<file path="src/rtl/pc_sequencer_if.sv">
// Fetch-stage PC sequencer bus: control-side mode/target inputs and the fetch address outputs.
interface pc_sequencer_if #(
    parameter int WIDTH = 32
);
    logic             stall;
    logic [1:0]       pc_src;
    logic [WIDTH-1:0] immediate_32;
    logic [WIDTH-7:0] jump_index;
    logic [WIDTH-1:0] reg_target;
    logic             link;
    logic [WIDTH-1:0] pc;
    logic [WIDTH-1:0] pc_plus4;
    logic             misaligned;
    logic             ras_empty;
    logic             ras_full;

    modport master (
        output stall, pc_src, immediate_32, jump_index, reg_target, link,
        input  pc, pc_plus4, misaligned, ras_empty, ras_full
    );

    modport slave (
        input  stall, pc_src, immediate_32, jump_index, reg_target, link,
        output pc, pc_plus4, misaligned, ras_empty, ras_full
    );
endinterface

</file>
<file path="src/rtl/pc_sequencer.sv">
// Program-counter sequencer: sequential/branch/jump/register next-PC selection with stall.
// Optional return-address stack is built when PC_SEQUENCER_RAS_EN is defined.
module pc_sequencer #(
    parameter int               WIDTH     = 32,
    parameter logic [WIDTH-1:0] RESET_PC  = '0,
    parameter int               RAS_DEPTH = 4
) (
    input  logic           clk,
    input  logic           rst,
    pc_sequencer_if.slave  bus
);
    typedef enum logic [1:0] {
        SRC_SEQ    = 2'd0,
        SRC_BRANCH = 2'd1,
        SRC_JUMP   = 2'd2,
        SRC_REG    = 2'd3
    } pc_src_e;

    function automatic logic [WIDTH-1:0] word_align(input logic [WIDTH-1:0] addr);
        return {addr[WIDTH-1:2], 2'b00};
    endfunction

    logic [WIDTH-1:0] pc_q;
    logic             misaligned_q;
    logic [WIDTH-1:0] pc_plus4;
    logic [WIDTH-1:0] target_raw;
    logic             misaligned_next;
    logic             ras_pop;
    logic [WIDTH-1:0] ras_top;

    assign pc_plus4 = pc_q + WIDTH'(4);

    always_comb begin
        target_raw = pc_plus4;
        case (pc_src_e'(bus.pc_src))
            SRC_SEQ:    target_raw = pc_plus4;
            SRC_BRANCH: target_raw = pc_plus4 + (bus.immediate_32 << 2);
            SRC_JUMP:   target_raw = {pc_plus4[WIDTH-1 -: 4], bus.jump_index, 2'b00};
            SRC_REG:    target_raw = ras_pop ? ras_top : bus.reg_target;
            default:    target_raw = pc_plus4;
        endcase
    end

    // Only a register-supplied target can be unaligned; it is reported, then truncated.
    assign misaligned_next = (bus.pc_src == SRC_REG) && (target_raw[1:0] != 2'b00);

    always_ff @(posedge clk) begin
        if (rst) begin
            pc_q         <= RESET_PC;
            misaligned_q <= 1'b0;
        end else if (!bus.stall) begin
            pc_q         <= word_align(target_raw);
            misaligned_q <= misaligned_next;
        end
    end

`ifdef PC_SEQUENCER_RAS_EN
    localparam int PTR_W = $clog2(RAS_DEPTH);
    localparam int CNT_W = $clog2(RAS_DEPTH + 1);

    logic [WIDTH-1:0] ras_mem [RAS_DEPTH];
    logic [PTR_W-1:0] ras_ptr_q;
    logic [CNT_W-1:0] ras_cnt_q;
    logic             ras_push;

    // ras_ptr_q is the next write slot; the top entry sits one below it.
    assign ras_push = bus.link;
    assign ras_pop  = (bus.pc_src == SRC_REG) && (ras_cnt_q != '0);
    assign ras_top  = ras_mem[ras_ptr_q - PTR_W'(1)];

    always_ff @(posedge clk) begin
        if (rst) begin
            ras_ptr_q <= '0;
            ras_cnt_q <= '0;
        end else if (!bus.stall) begin
            if (ras_push && ras_pop) begin
                ras_mem[ras_ptr_q - PTR_W'(1)] <= pc_plus4;
            end else if (ras_push) begin
                // When full this overwrites the oldest entry and the count saturates.
                ras_mem[ras_ptr_q] <= pc_plus4;
                ras_ptr_q          <= ras_ptr_q + PTR_W'(1);
                if (ras_cnt_q != CNT_W'(RAS_DEPTH))
                    ras_cnt_q <= ras_cnt_q + CNT_W'(1);
            end else if (ras_pop) begin
                ras_ptr_q <= ras_ptr_q - PTR_W'(1);
                ras_cnt_q <= ras_cnt_q - CNT_W'(1);
            end
        end
    end

    assign bus.ras_empty = (ras_cnt_q == '0);
    assign bus.ras_full  = (ras_cnt_q == CNT_W'(RAS_DEPTH));
`else
    logic unused_cfg;

    assign ras_pop       = 1'b0;
    assign ras_top       = '0;
    assign unused_cfg    = ^{bus.link, 32'(RAS_DEPTH)};
    assign bus.ras_empty = 1'b1;
    assign bus.ras_full  = 1'b0;
`endif

    assign bus.pc         = pc_q;
    assign bus.pc_plus4   = pc_plus4;
    assign bus.misaligned = misaligned_q;
endmodule

</file>
<file path="src/flat_wrapper.sv">
// flat-port wrapper written by rule: the top's interface ports become plain ports
module pc_sequencer_flat 
#(
    parameter int               WIDTH     = 32,
    parameter logic [WIDTH-1:0] RESET_PC  = '0,
    parameter int               RAS_DEPTH = 4
)
  (clk, rst, bus_stall, bus_pc_src, bus_immediate_32, bus_jump_index, bus_reg_target, bus_link, bus_pc, bus_pc_plus4, bus_misaligned, bus_ras_empty, bus_ras_full);
  pc_sequencer_if #(.WIDTH(WIDTH)) bus_i ();
  input  logic clk;
  input  logic rst;
  input wire logic [$bits(bus_i.stall)-1:0] bus_stall;
  input wire logic [$bits(bus_i.pc_src)-1:0] bus_pc_src;
  input wire logic [$bits(bus_i.immediate_32)-1:0] bus_immediate_32;
  input wire logic [$bits(bus_i.jump_index)-1:0] bus_jump_index;
  input wire logic [$bits(bus_i.reg_target)-1:0] bus_reg_target;
  input wire logic [$bits(bus_i.link)-1:0] bus_link;
  output wire logic [$bits(bus_i.pc)-1:0] bus_pc;
  output wire logic [$bits(bus_i.pc_plus4)-1:0] bus_pc_plus4;
  output wire logic [$bits(bus_i.misaligned)-1:0] bus_misaligned;
  output wire logic [$bits(bus_i.ras_empty)-1:0] bus_ras_empty;
  output wire logic [$bits(bus_i.ras_full)-1:0] bus_ras_full;
  assign bus_i.stall = bus_stall;
  assign bus_i.pc_src = bus_pc_src;
  assign bus_i.immediate_32 = bus_immediate_32;
  assign bus_i.jump_index = bus_jump_index;
  assign bus_i.reg_target = bus_reg_target;
  assign bus_i.link = bus_link;
  assign bus_pc = bus_i.pc;
  assign bus_pc_plus4 = bus_i.pc_plus4;
  assign bus_misaligned = bus_i.misaligned;
  assign bus_ras_empty = bus_i.ras_empty;
  assign bus_ras_full = bus_i.ras_full;
  pc_sequencer #(.WIDTH(WIDTH), .RESET_PC(RESET_PC), .RAS_DEPTH(RAS_DEPTH)) u_core (.clk(clk), .rst(rst), .bus(bus_i));
endmodule
</file>
<file path="config.mk">
export PLATFORM = sky130hd
export DESIGN_NAME = pc_sequencer_flat
export DESIGN_NICKNAME = d
export VERILOG_FILES = /design/src/rtl/pc_sequencer_if.sv /design/src/rtl/pc_sequencer.sv /design/src/flat_wrapper.sv
export SDC_FILE = /design/constraint.sdc
export NUM_CORES = 1
export LEC_CHECK = 0
export ABC_AREA = 1
export CORE_MARGIN = 5
export CORE_UTILIZATION = 40
export DETAILED_ROUTE_END_ITERATION = 16
export PLACE_DENSITY = 0.78
export SETUP_SLACK_MARGIN = 0.5
export SYNTH_ARGS = -nofsm -noshare
export SYNTH_HDL_FRONTEND = slang
export SYNTH_SLANG_ARGS = --single-unit
</file>
<file path="constraint.sdc">
create_clock -name clk -period 2.72 [get_ports clk]
set_clock_uncertainty 0.2 [all_clocks]
set_input_delay 0.272 -clock clk [delete_from_list [all_inputs] [get_ports clk]]
set_output_delay 0.272 -clock clk [all_outputs]
set_load 0.01 [all_outputs]
</file>
==> metrics.md, run 1 <==
| Metric | Value |
|---|---|
| Ys async rst share | 0% |
| Synth Cell Area | approximately 5000 µm² |
| Port bufs | 153 |
| Fill count | roughly 570 |
| Via/cell ratio | around 5.9 |
| Post-Syn Instances | about 940 |
| Die height | about 120 µm |
| Total grt overflow | 0 |
| N_diodes | 0 |
| Core area | between 10000 and 15000 µm² |
| Buffers plus inverters on the worst setup path | 5 |
| Row cnt | 40 |
| Peak supply drop | roughly 0.35 mV |
| Routed length per instance | around 22 µm |
| Total CTS buffers | 5 |
| Clk sinks | 31 |
| CTS root buffer | clkbuf_16 |
| Critical path cell sequence | inv_1 -> nor3_4 -> inv_1 -> nor3_1 -> nand2_1 -> nand2_1 -> nand2_1 -> inv_2 -> ha_4 -> a21oi_2 -> buf_4 -> nor2_1 -> nor2_1 -> nand2_1 -> a21oi_2 -> nand3_1 -> nand3_2 -> nand4_1 -> nand2_1 -> inv_1 |
| GPL Wtd Cong | between 0.9 and 1 |
| Synth top area cells | nand2_1 23%, inv_1 13%, dfxtp_1 12% |
| CTS tree | built |
| # IOs | around 160 |
| Pleak | 5.20 nW |
| Largest net degree at the start of global routing | 35 |
| Fmax | 287 MHz |
| Dpl cells | between 1k and 1.5k |
| CP Class | reg2reg |
| Register Area | between 600 and 700 µm² |
| Post-synthesis sequential area ratio | approximately an eighth |
| Final worst-path setup slack | -767 ps |
| Synthesis-stage register bit count | 31 |
| Share of cells above drive strength 1 | between 40% and 50% |
| Data required time of the critical path | between 2000 and 3000 ps |
| Post-route insts no fill | roughly 1.5k |
| CP delay by family, top | simple AND/OR/NAND/NOR gates |
| CP endpoint kind | flip-flop |
| Footprint of the multi-input gates | ~5400 µm² |
| Synth area leader | nand2_1 |
| Initial Utilization | approximately two fifths |
| Violated checks | setup timing |
| Slew headroom | 61.2% |
| Final Util | roughly nine tenths |
| Syn_area_per_cell | about 5.3 µm² |
| DP HPWL | 19400 µm |
| Type of origin of the critical path | flip-flop |
| Min Hold Slack | 396 ps |
| Setup TNS | -11270 ps |
| H-tree Lvls | 2 |
| Number of global-route vias before repair | about 7.9k |
| Slew @ Worst Pin | approximately 580 ps |
| Endpoints failing hold | 0 |
| Via count | roughly 9k |
| Die Wd | ~120 µm |
| Post-route ant nets | 0 |
| Max incr delay on CP | between 300 and 400 ps |
| Total GRT Usage | between 30% and 40% |
| Outcome | finished, violations left |
| Critical-path top delay cell | dfxtp_2 |
| Clock transition at path regs | around 60 ps |
| Worst-skew pair later-pin latency | ~290 ps |
| Distinct cells, synth | 42 |
| RSZ-0062 raised after global routing | true |
| Tcrit/Tclk final | 128% |
| CP most frequent cell | nand2_1 |
| First-pass GRT wire length | around 41000 µm |
| WP data arrival | roughly 3500 ps |
| Post-Route WL | 32500 µm |
| Ys Warns | 0 |
| Detailed-route DRC error count | 0 |
| Worst hold path class | reg2reg |
| Die Footprint | ~15000 µm² |
| Pre-Repair DR Iteration Count | 9 |
| Initial antenna violation count | 0 |
| Drt first-iter violations | between 1k and 1.5k |
| Layout Nets | ~1.5k |
| Share of the synthesized area in the top cell type | between 20% and 30% |
| Power per standard cell area | 318 nW/µm² |
| Number of synthesized flops with an enable pin | 0 |
| Top FF cell, synth | dfxtp_1 |
| Max clock buf depth | 2 |
| Critical-path maximum fanout | 4 |
| Final Max Slew Viols | 0 |
| Max_cap viols | 0 |
| Synthesis-to-layout area growth | 114% |
| Post-layout min period | approximately 3500 ps |
| Final setup vio count | 27 |
==> metrics by stage <==
step / setup WS (ps) / power (mW) / cell area, µm²
2_1_floorplan: -79.0 / 1.26 / 5300
3_3_place_gp: -504 / 2.07 / 8370
3_5_place_dp: -537 / 2.09 / 8370
4_1_cts: -303 / 2.96 / 9830
5_1_grt: -738 / 3.50 / 10700
6_report: -767 / 3.41 / 10700
==> cell families after synthesis <==
kind of cell / share of synthesized area, %
compound gates: 15.2
xor+xnor: 3.15
fa+ha+maj: 8.90
buf+inv: 15.7
flops: 12.4
other cells: 0.150
simple gates: 44.4
==> path summary, 6_finish.rpt <==
kind / startpoint / to / slack [ps] / depth (start not counted)
setup / recovery: u_core.bus.pc[18] / u_core.bus.pc[29] / -770 / 20
hold / removal: u_core.bus.misaligned / u_core.bus.misaligned / 400 / 2
setup reg to reg: u_core.bus.pc[18] / u_core.bus.pc[29] / -770 / 20
hold reg to reg: u_core.bus.misaligned / u_core.bus.misaligned / 400 / 2
==> report_power, final <==
| group | switching [mW] | internal, mW | leakage, nW | total, mW |
|---|---|---|---|---|
| combinational | 1.22 | 1.06 | 4.87 | 2.28 |
| clock | 0.231 | 0.339 | 0.0679 | 0.570 |
| sequential | 0.0565 | 0.495 | 0.267 | 0.551 |
==> state kept, by name (all words and copies together), names as in the netlist <==
| name | cells |
|---|---|
| u_core.bus.misaligned | 1 |
| u_core.bus.pc | 30 |
==> worst register-to-register path, cell delays in order, from the launching register on <==
cell and delay [ps]:
dfxtp_2 370, inv_1 110, nor3_4 240, inv_1 70, nor3_1 340, nand2_1 160, nand2_1 100, nand2_1 70
inv_2 100, ha_4 230, a21oi_2 190, buf_4 140, nor2_1 30, nor2_1 140, nand2_1 110, a21oi_2 200
nand3_1 150, nand3_2 120, nand4_1 180, nand2_1 110, inv_1 40
==> placed cells by master, fill, tap and decap left out, types with 8 or more instances in the layout <==
master,instances
a21oi_1,33
a21oi_2,11
a21oi_4,8
a22o_1,14
buf_4,194
buf_6,67
clkdlybuf4s50_1,126
dfxtp_1,11
dfxtp_2,9
dfxtp_4,11
ha_4,27
inv_1,139
inv_2,31
nand2_1,200
nand2_2,66
nand2_4,39
nand3_1,35
nand3_2,22
nand3_4,9
nand4_1,26
nor2_1,36
nor2_2,19
nor2_4,31
nor3_1,8
nor3_4,8
o21ai_0,11
o21ai_1,20
o21ai_2,12
==> per-layer routing <==
layer  track usage, %  part of all wire (%)
met1             45.1                    36
met2             59.8                    46
met3             4.64                    11
met4             13.7                   7.7
met5                0                     0
==> repair_timing <==
item                                    4_1_cts  5_1_grt
hold buffers                                  0        0
resized for setup                           382      214
pin swaps                                    90      114
setup buffers                                31       22
endpoints found under the setup margin       57       57
==> cells in the mapped netlist, types with 2 or more instances <==
cell / number
a22o_1: 14
dfxtp_1: 31
nor2_1: 82
inv_1: 171
conb_1: 2
inv_2: 6
or2_2: 5
a31oi_1: 2
buf_4: 6
o21ai_1: 12
clkbuf_1: 15
nand3_1: 65
nand2_2: 3
o21bai_1: 4
a21boi_0: 7
nand2_1: 302
nor3_1: 14
nand3b_1: 6
o21ai_0: 35
ha_1: 34
buf_2: 2
buf_1: 2
nor3_2: 3
xor2_1: 18
nor2_2: 3
nand4_1: 26
a21oi_1: 52
==> final cells by class <==
| cell class | instances | area share [%] |
|---|---|---|
| clock buffers | 7 | 1.24 |
| well taps | 168 | 1.96 |
| multi-input cells | 707 | 50.8 |
| clock inverters | 1 | 0.0467 |
| repair buffers | 396 | 33.2 |
| inverters | 178 | 6.43 |
| flip-flops and latches | 31 | 6.29 |
(Power assumes the default switching activity.)
==> run 2, diff against run 1 <==
SETUP_SLACK_MARGIN = 0.02   (was 0.5)
SLEW_MARGIN = 40   (was unset)
==> metrics.md, run 2 (same netlist as run 1, synthesis figures left out) <==
| Metric | Value |
|---|---|
| Die height | 122 µm (unchanged) |
| Register-to-register setup slack | -780 ps (about the same) |
| First-pass GRT wire length | 43100 µm (+5.0%) |
| Sw Share | 43.9% (-0.37 points) |
| Critical-path maximum fanout | 4 (unchanged) |
| Endpoints failing hold | 0 (unchanged) |
| Logic pwr share | 65.7% (-1.4 points) |
| Min Hold Slack | 348 ps (-47.2 ps) |
| Port bufs | 153 (unchanged) |
| Fmax | 286 MHz (-0.26%) |
| Max_cap viols | 0 (unchanged) |
| Type of origin of the critical path | flip-flop |
| Pre-Repair DR Iteration Count | 14 (+5) |
| Tcrit/Tclk final | 129% (+0.33 points) |
| # IOs | 163 (unchanged) |
| Via/cell ratio | 5.88 (-1.1%) |
| CTS tree | built |
| Dpl ws | -482 ps (+54.6 ps) |
| Largest net degree at the start of global routing | 35 (unchanged) |
| Slew headroom | 65.9% (+4.6 points) |
| Drt first-iter violations | 1346 (+3.1%) |
| Total GRT Usage | 37.0% (+1.8 points) |
| N_diodes | 0 (unchanged) |
| Share of cells above drive strength 1 | 42.9% (-4.4 points) |
| Leading cell type in the layout, fill and taps excluded | buf_4 |
| Detailed-route DRC error count | 0 (unchanged) |
| Clk sinks | 31 (unchanged) |
| Die Footprint | 14900 µm² (unchanged) |
| DP HPWL | 18700 µm (-3.7%) |
| Row cnt | 40 (unchanged) |
| Routed length per instance | 21.7 µm (-0.45%) |
| Max reg flops | 30 (unchanged) |
| Worst-skew pair later-pin latency | 290 ps (about the same) |
| Data required time of the critical path | 2710 ps (about the same) |
| Slew @ Worst Pin | 512 ps (-67.7 ps) |
| Post-route ant nets | 0 (unchanged) |
| Pleak | 5.11 nW (-1.8%) |
| Number of global-route vias before repair | 8407 (+6.6%) |
| Worst hold path class | reg2reg |
| # hold bufs at CTS | 0 (unchanged) |
| Final Max Slew Viols | 0 (unchanged) |
| Total grt overflow | 0 (unchanged) |
| CP endpoint kind | flip-flop |
| Clock transition at path regs | 60 ps (about the same) |
| Via count | 8669 (-2.0%) |
| Outcome | finished, violations left |
| Max clock buf depth | 2 (unchanged) |
| CTS root buffer | clkbuf_16 |
| Int Power | 1.81 mW (-4.5%) |
| Setup TNS | -13700 ps (-2430 ps) |
| Switch Pwr | 1.42 mW (-6.0%) |
| Dpl cell area | 8170 µm² (-2.4%) |
| CP Class | reg2reg |
| Initial antenna violation count | 0 (unchanged) |
| Core area | 12200 µm² (unchanged) |
| Power per standard cell area | 316 nW/µm² (-0.70%) |
| Layout Nets | 1437 (-0.90%) |
| Share of total power in the clock network | 17.4% (+0.7 points) |
| H-tree Lvls | 2 (unchanged) |
| Post-Route WL | 32100 µm (-1.3%) |
| Peak supply drop | 0.439 mV (+27%) |
| Most frequent cells in the layout | 219 x buf_4, 210 x nand2_1, 142 x inv_1, 132 x clkdlybuf4s50_1, 69 x nand2_2 |
| Design area | 10200 µm² (-4.5%) |
| Final setup vio count | 29 (+7.4%) |
| Post-layout min period | 3500 ps (+8.95 ps) |
| Final worst-path setup slack | -776 ps (-8.95 ps) |
| Initial Utilization | 41.2% (unchanged) |
| GPL Wtd Cong | 1.02 (+3.2%) |
| Reg power frac | 16.9% (+0.7 points) |
| Synthesis-to-layout area growth | 104% |
| Total CTS buffers | 5 (unchanged) |
| RSZ-0062 raised after global routing | true |
| WP data arrival | 3490 ps (about the same) |
| Die Wd | 122 µm (unchanged) |
| Violated checks | setup timing |
## run 2: cell types whose count changed in the layout (fill, tap and decap cells not counted), sizes merged
cell           delta
buf              -36
dlygate4sd2       +6
clkdlybuf4s50     +6
clkbuf            +2
clkinvlp          +1
dlymetal6s2s      +7
clkdlybuf4s15     +1
## run 2: critical path, cell delays in order (launching register included)
cell	delay [ps]
dfxtp_4	390
nand2_2	140
nor2_2	180
buf_4	160
nand2_1	130
nor3_2	310
nand3_1	190
nand2_1	140
inv_2	80
ha_4	240
a21oi_1	240
nand2_1	120
nand2_1	80
nand2_1	60
inv_1	90
nand2_2	80
a21oi_2	150
nand2_1	90
nand3_2	50
nand4_1	110
nand2_1	120
inv_1	40
## run 2: power by group through the flow
stage,Sequential (mW),Combinational (mW),Clock [mW]
finish,0.547,2.12,0.560
global placement,0.540,1.49,0
global route,0.550,2.21,0.586
detailed placement,0.540,1.51,0
CTS,0.539,1.79,0.563
floorplan,0.563,0.666,0
## run 2: final cells by class
| type | count | area, µm² |
|---|---|---|
| clock inverter | 2 | 12.5 |
| clock buffer | 6 | 129 |
| inverter | 178 | 683 |
| sequential | 31 | 663 |
| tap | 168 | 210 |
| multi-input combinational | 707 | 5220 |
| fill | 654 | 1940 |
| timing repair buffer | 383 | 3310 |
## run 2: metal layers
metal | up-vias | global-route usage, % | wire length [µm]
met5 | - | 0 | 0
met4 | 0 | 20.0 | 2410
met3 | 239 | 8.45 | 3580
met2 | 787 | 63.1 | 14900
met1 | 3948 | 42.8 | 11200
li1 | 3695 | - | -
## run 2: worst paths after layout
path              depth (start not counted)                  start               endpoint
setup / recovery                         21      u_core.bus.pc[13]      u_core.bus.pc[31]
hold / removal                            2  u_core.bus.misaligned  u_core.bus.misaligned
setup reg to reg                         21      u_core.bus.pc[13]      u_core.bus.pc[31]
hold reg to reg                           2  u_core.bus.misaligned  u_core.bus.misaligned
## run 2: repair_timing
action,CTS,global route
cloned,0,0
pin swaps,100,84
resized for setup,261,165
buffers inserted,38,12
endpoints found under the setup margin,44,44
## run 2: through the flow
| step | instances | power [mW] | util, % |
|---|---|---|---|
| after floorplan | 941 | 1.23 | - |
| after global placement | 1418 | 2.03 | 67.2 |
| after detailed placement | 1418 | 2.05 | 67.2 |
| after CTS | 1463 | 2.89 | 79.0 |
| after global routing | 1475 | 3.34 | 84.1 |
| final | 1475 | 3.23 | 84.1 |
==> run 3, diff against run 2 <==
DONT_BUFFER_PORTS = 1   (was unset)
PLACE_DENSITY = 0.6   (was 0.78)
TNS_END_PERCENT = 20   (was unset)
==> metrics.md, run 3 (same netlist as run 1, synthesis figures left out) <==
| Metric | Value |
|---|---|
| Die height | 122 µm (unchanged) |
| Final Total Pwr | 2.66 mW (-17%) |
| Total GRT Usage | 29.6% (-7.4 points) |
| Most frequent cells in the layout | 241 x nand2_1, 216 x buf_4, 152 x inv_1, 49 x nand2_2, 46 x nand3_1 |
| Critical-path top delay cell | dfxtp_4 |
| Critical-path maximum fanout | 4 (unchanged) |
| Die Footprint | 14900 µm² (unchanged) |
| Die Wd | 122 µm (unchanged) |
| DP HPWL | 18100 µm (-3.0%) |
| Data required time of the critical path | 2700 ps (about the same) |
| Max incr delay on CP | 360 ps (-30 ps) |
| Peak supply drop | 0.247 mV (-44%) |
| Clk sinks | 31 (unchanged) |
| CTS tree | built |
| Power per standard cell area | 324 nW/µm² (+2.8%) |
| Buffers plus inverters on the worst setup path | 4 (unchanged) |
| Critical path cell sequence | ha_4 -> nand2_4 -> inv_4 -> nand2_4 -> buf_4 -> nor3_4 -> xor2_1 -> inv_2 -> ha_4 -> nand2_2 -> nor2_4 -> nand2_1 -> nor2_1 -> nand2_1 -> nand2_1 -> nand2_1 -> nand3_1 -> nand4_1 -> nand2_1 -> inv_1 |
| Worst-skew pair later-pin latency | 280 ps (about the same) |
| Max reg flops | 30 (unchanged) |
| Max clock buf depth | 2 (unchanged) |
| Global routing's busiest layer | met2 |
| Share of cells above drive strength 1 | 41.8% (-1.2 points) |
| Clock transition at path regs | 50 ps (about the same) |
| Core area | 12200 µm² (unchanged) |
| Footprint of the multi-input gates | 4800 µm² (-7.9%) |
| Final setup vio count | 26 (-10%) |
| Worst hold path class | in2reg |
| Tcrit/Tclk final | 115% (-14 points) |
| First-pass GRT wire length | 34300 µm (-20%) |
| CTS root buffer | clkbuf_16 |
| CP Class | reg2reg |
| Leading cell type in the layout, fill and taps excluded | nand2_1 |
| Slew @ Worst Pin | 564 ps (+52.2 ps) |
| Type of origin of the critical path | flip-flop |
| Pleak | 4.23 nW (-17%) |
| Global routing usage on met2 | 49.4% (-14 points) |
| Initial antenna violation count | 0 (unchanged) |
| WP data arrival | 3110 ps (-380 ps) |
| Synthesis-to-layout area growth | 64.0% |
| CP endpoint kind | flip-flop |
| Post-layout min period | 3120 ps (-373 ps) |
| Port bufs | 0 (-100%) |
| Post-Route WL | 23300 µm (-27%) |
| Final worst-path setup slack | -403 ps (+373 ps) |
| Fmax | 320 MHz (+12%) |
| # IOs | 163 (unchanged) |
| Drt first-iter violations | 607 (-55%) |
| Setup TNS | -6630 ps (+7070 ps) |
| Largest net degree at the start of global routing | 34 (-2.9%) |
| Final Max Slew Viols | 0 (unchanged) |
| Pre-Repair DR Iteration Count | 6 (-8) |
| Routed length per instance | 17.7 µm (-18%) |
| Slew headroom | 62.4% (-3.5 points) |
| CP most frequent cell | nand2_1 |
| Row cnt | 40 (unchanged) |
| Via/cell ratio | 5.26 (-11%) |
| Min Hold Slack | 23.2 ps (-325 ps) |
| RSZ-0062 raised after global routing | true |
| Outcome | finished, violations left |
| Via count | 6911 (-20%) |
| Detailed-route DRC error count | 0 (unchanged) |
| Layout Nets | 1278 (-11%) |
| Endpoints failing hold | 0 (unchanged) |
| CP delay by family, top | simple AND/OR/NAND/NOR gates |
| Total grt overflow | 0 (unchanged) |
| Fill count | 1096 (+68%) |
| Dpl ws | -660 ps (-178 ps) |
| Violated checks | setup timing |
| N_diodes | 0 (unchanged) |
| H-tree Lvls | 2 (unchanged) |
| Total CTS buffers | 5 (unchanged) |
| GPL Wtd Cong | 1.02 (+0.29%) |
| Met1 Resource Use GR | 39.6% (-3.2 points) |
| Max_cap viols | 0 (unchanged) |
| Number of global-route vias before repair | 6561 (-22%) |
| Post-route ant nets | 0 (unchanged) |
| Met3 usage | 3.85% (-4.6 points) |
| Register Area | 659 µm² (-0.57%) |
| Initial Utilization | 41.2% (unchanged) |
[run 3: power breakdown]
group	switching (mW)	total, mW	internal [mW]	leakage (nW)
Sequential	0.0449	0.541	0.496	0.265
Combinational	0.886	1.58	0.699	3.90
Clock	0.204	0.539	0.334	0.0640
[run 3: path summary, 6_finish.rpt]
check	start	slack (ps)	depth (start not counted)	end
hold / removal	bus_jump_index[11]	20	4	u_core.bus.pc[13]
setup / recovery	u_core.bus.pc[2]	-400	20	u_core.bus.pc[29]
setup reg to reg	u_core.bus.pc[2]	-400	20	u_core.bus.pc[29]
hold reg to reg	u_core.bus.misaligned	420	2	u_core.bus.misaligned
[run 3: area by class of cell]
type / instances / share of cell area, %
clock buffers: 7 / 1.62
inverters: 178 / 8.24
multi-input cells: 707 / 58.5
flip-flops and latches: 31 / 8.03
well taps: 168 / 2.56
repair buffers: 224 / 21.0
[run 3: routing by layer]
layer,share of wire (%),vias up
met2,48,288
met4,2.9,0
met3,6.8,51
met5,0,-
met1,42,3209
li1,-,3363
[run 3: repair_timing]
item | in CTS | in global routing
gates resized for setup | 141 | 141
setup endpoints to repair | 26 | 26
buffers inserted | 7 | 6
pin swaps | 42 | 71
hold endpoints to repair | 30 | 0
cloned | 0 | 0
hold buffers | 4 | 0
[run 3: tightest hold or removal path: stages]
cell,delay (ps)
nand2_1,30
nand3_1,70
o21ai_1,60
inv_1,40
[run 3: metrics by stage]
stage,area (µm²),util [%],std cells
2_1_floorplan,5110,-,941
3_3_place_gp,6770,55.7,1292
3_5_place_dp,6770,55.7,1292
4_1_cts,7620,62.6,1310
5_1_grt,8210,67.5,1315
6_report,8210,67.5,1315
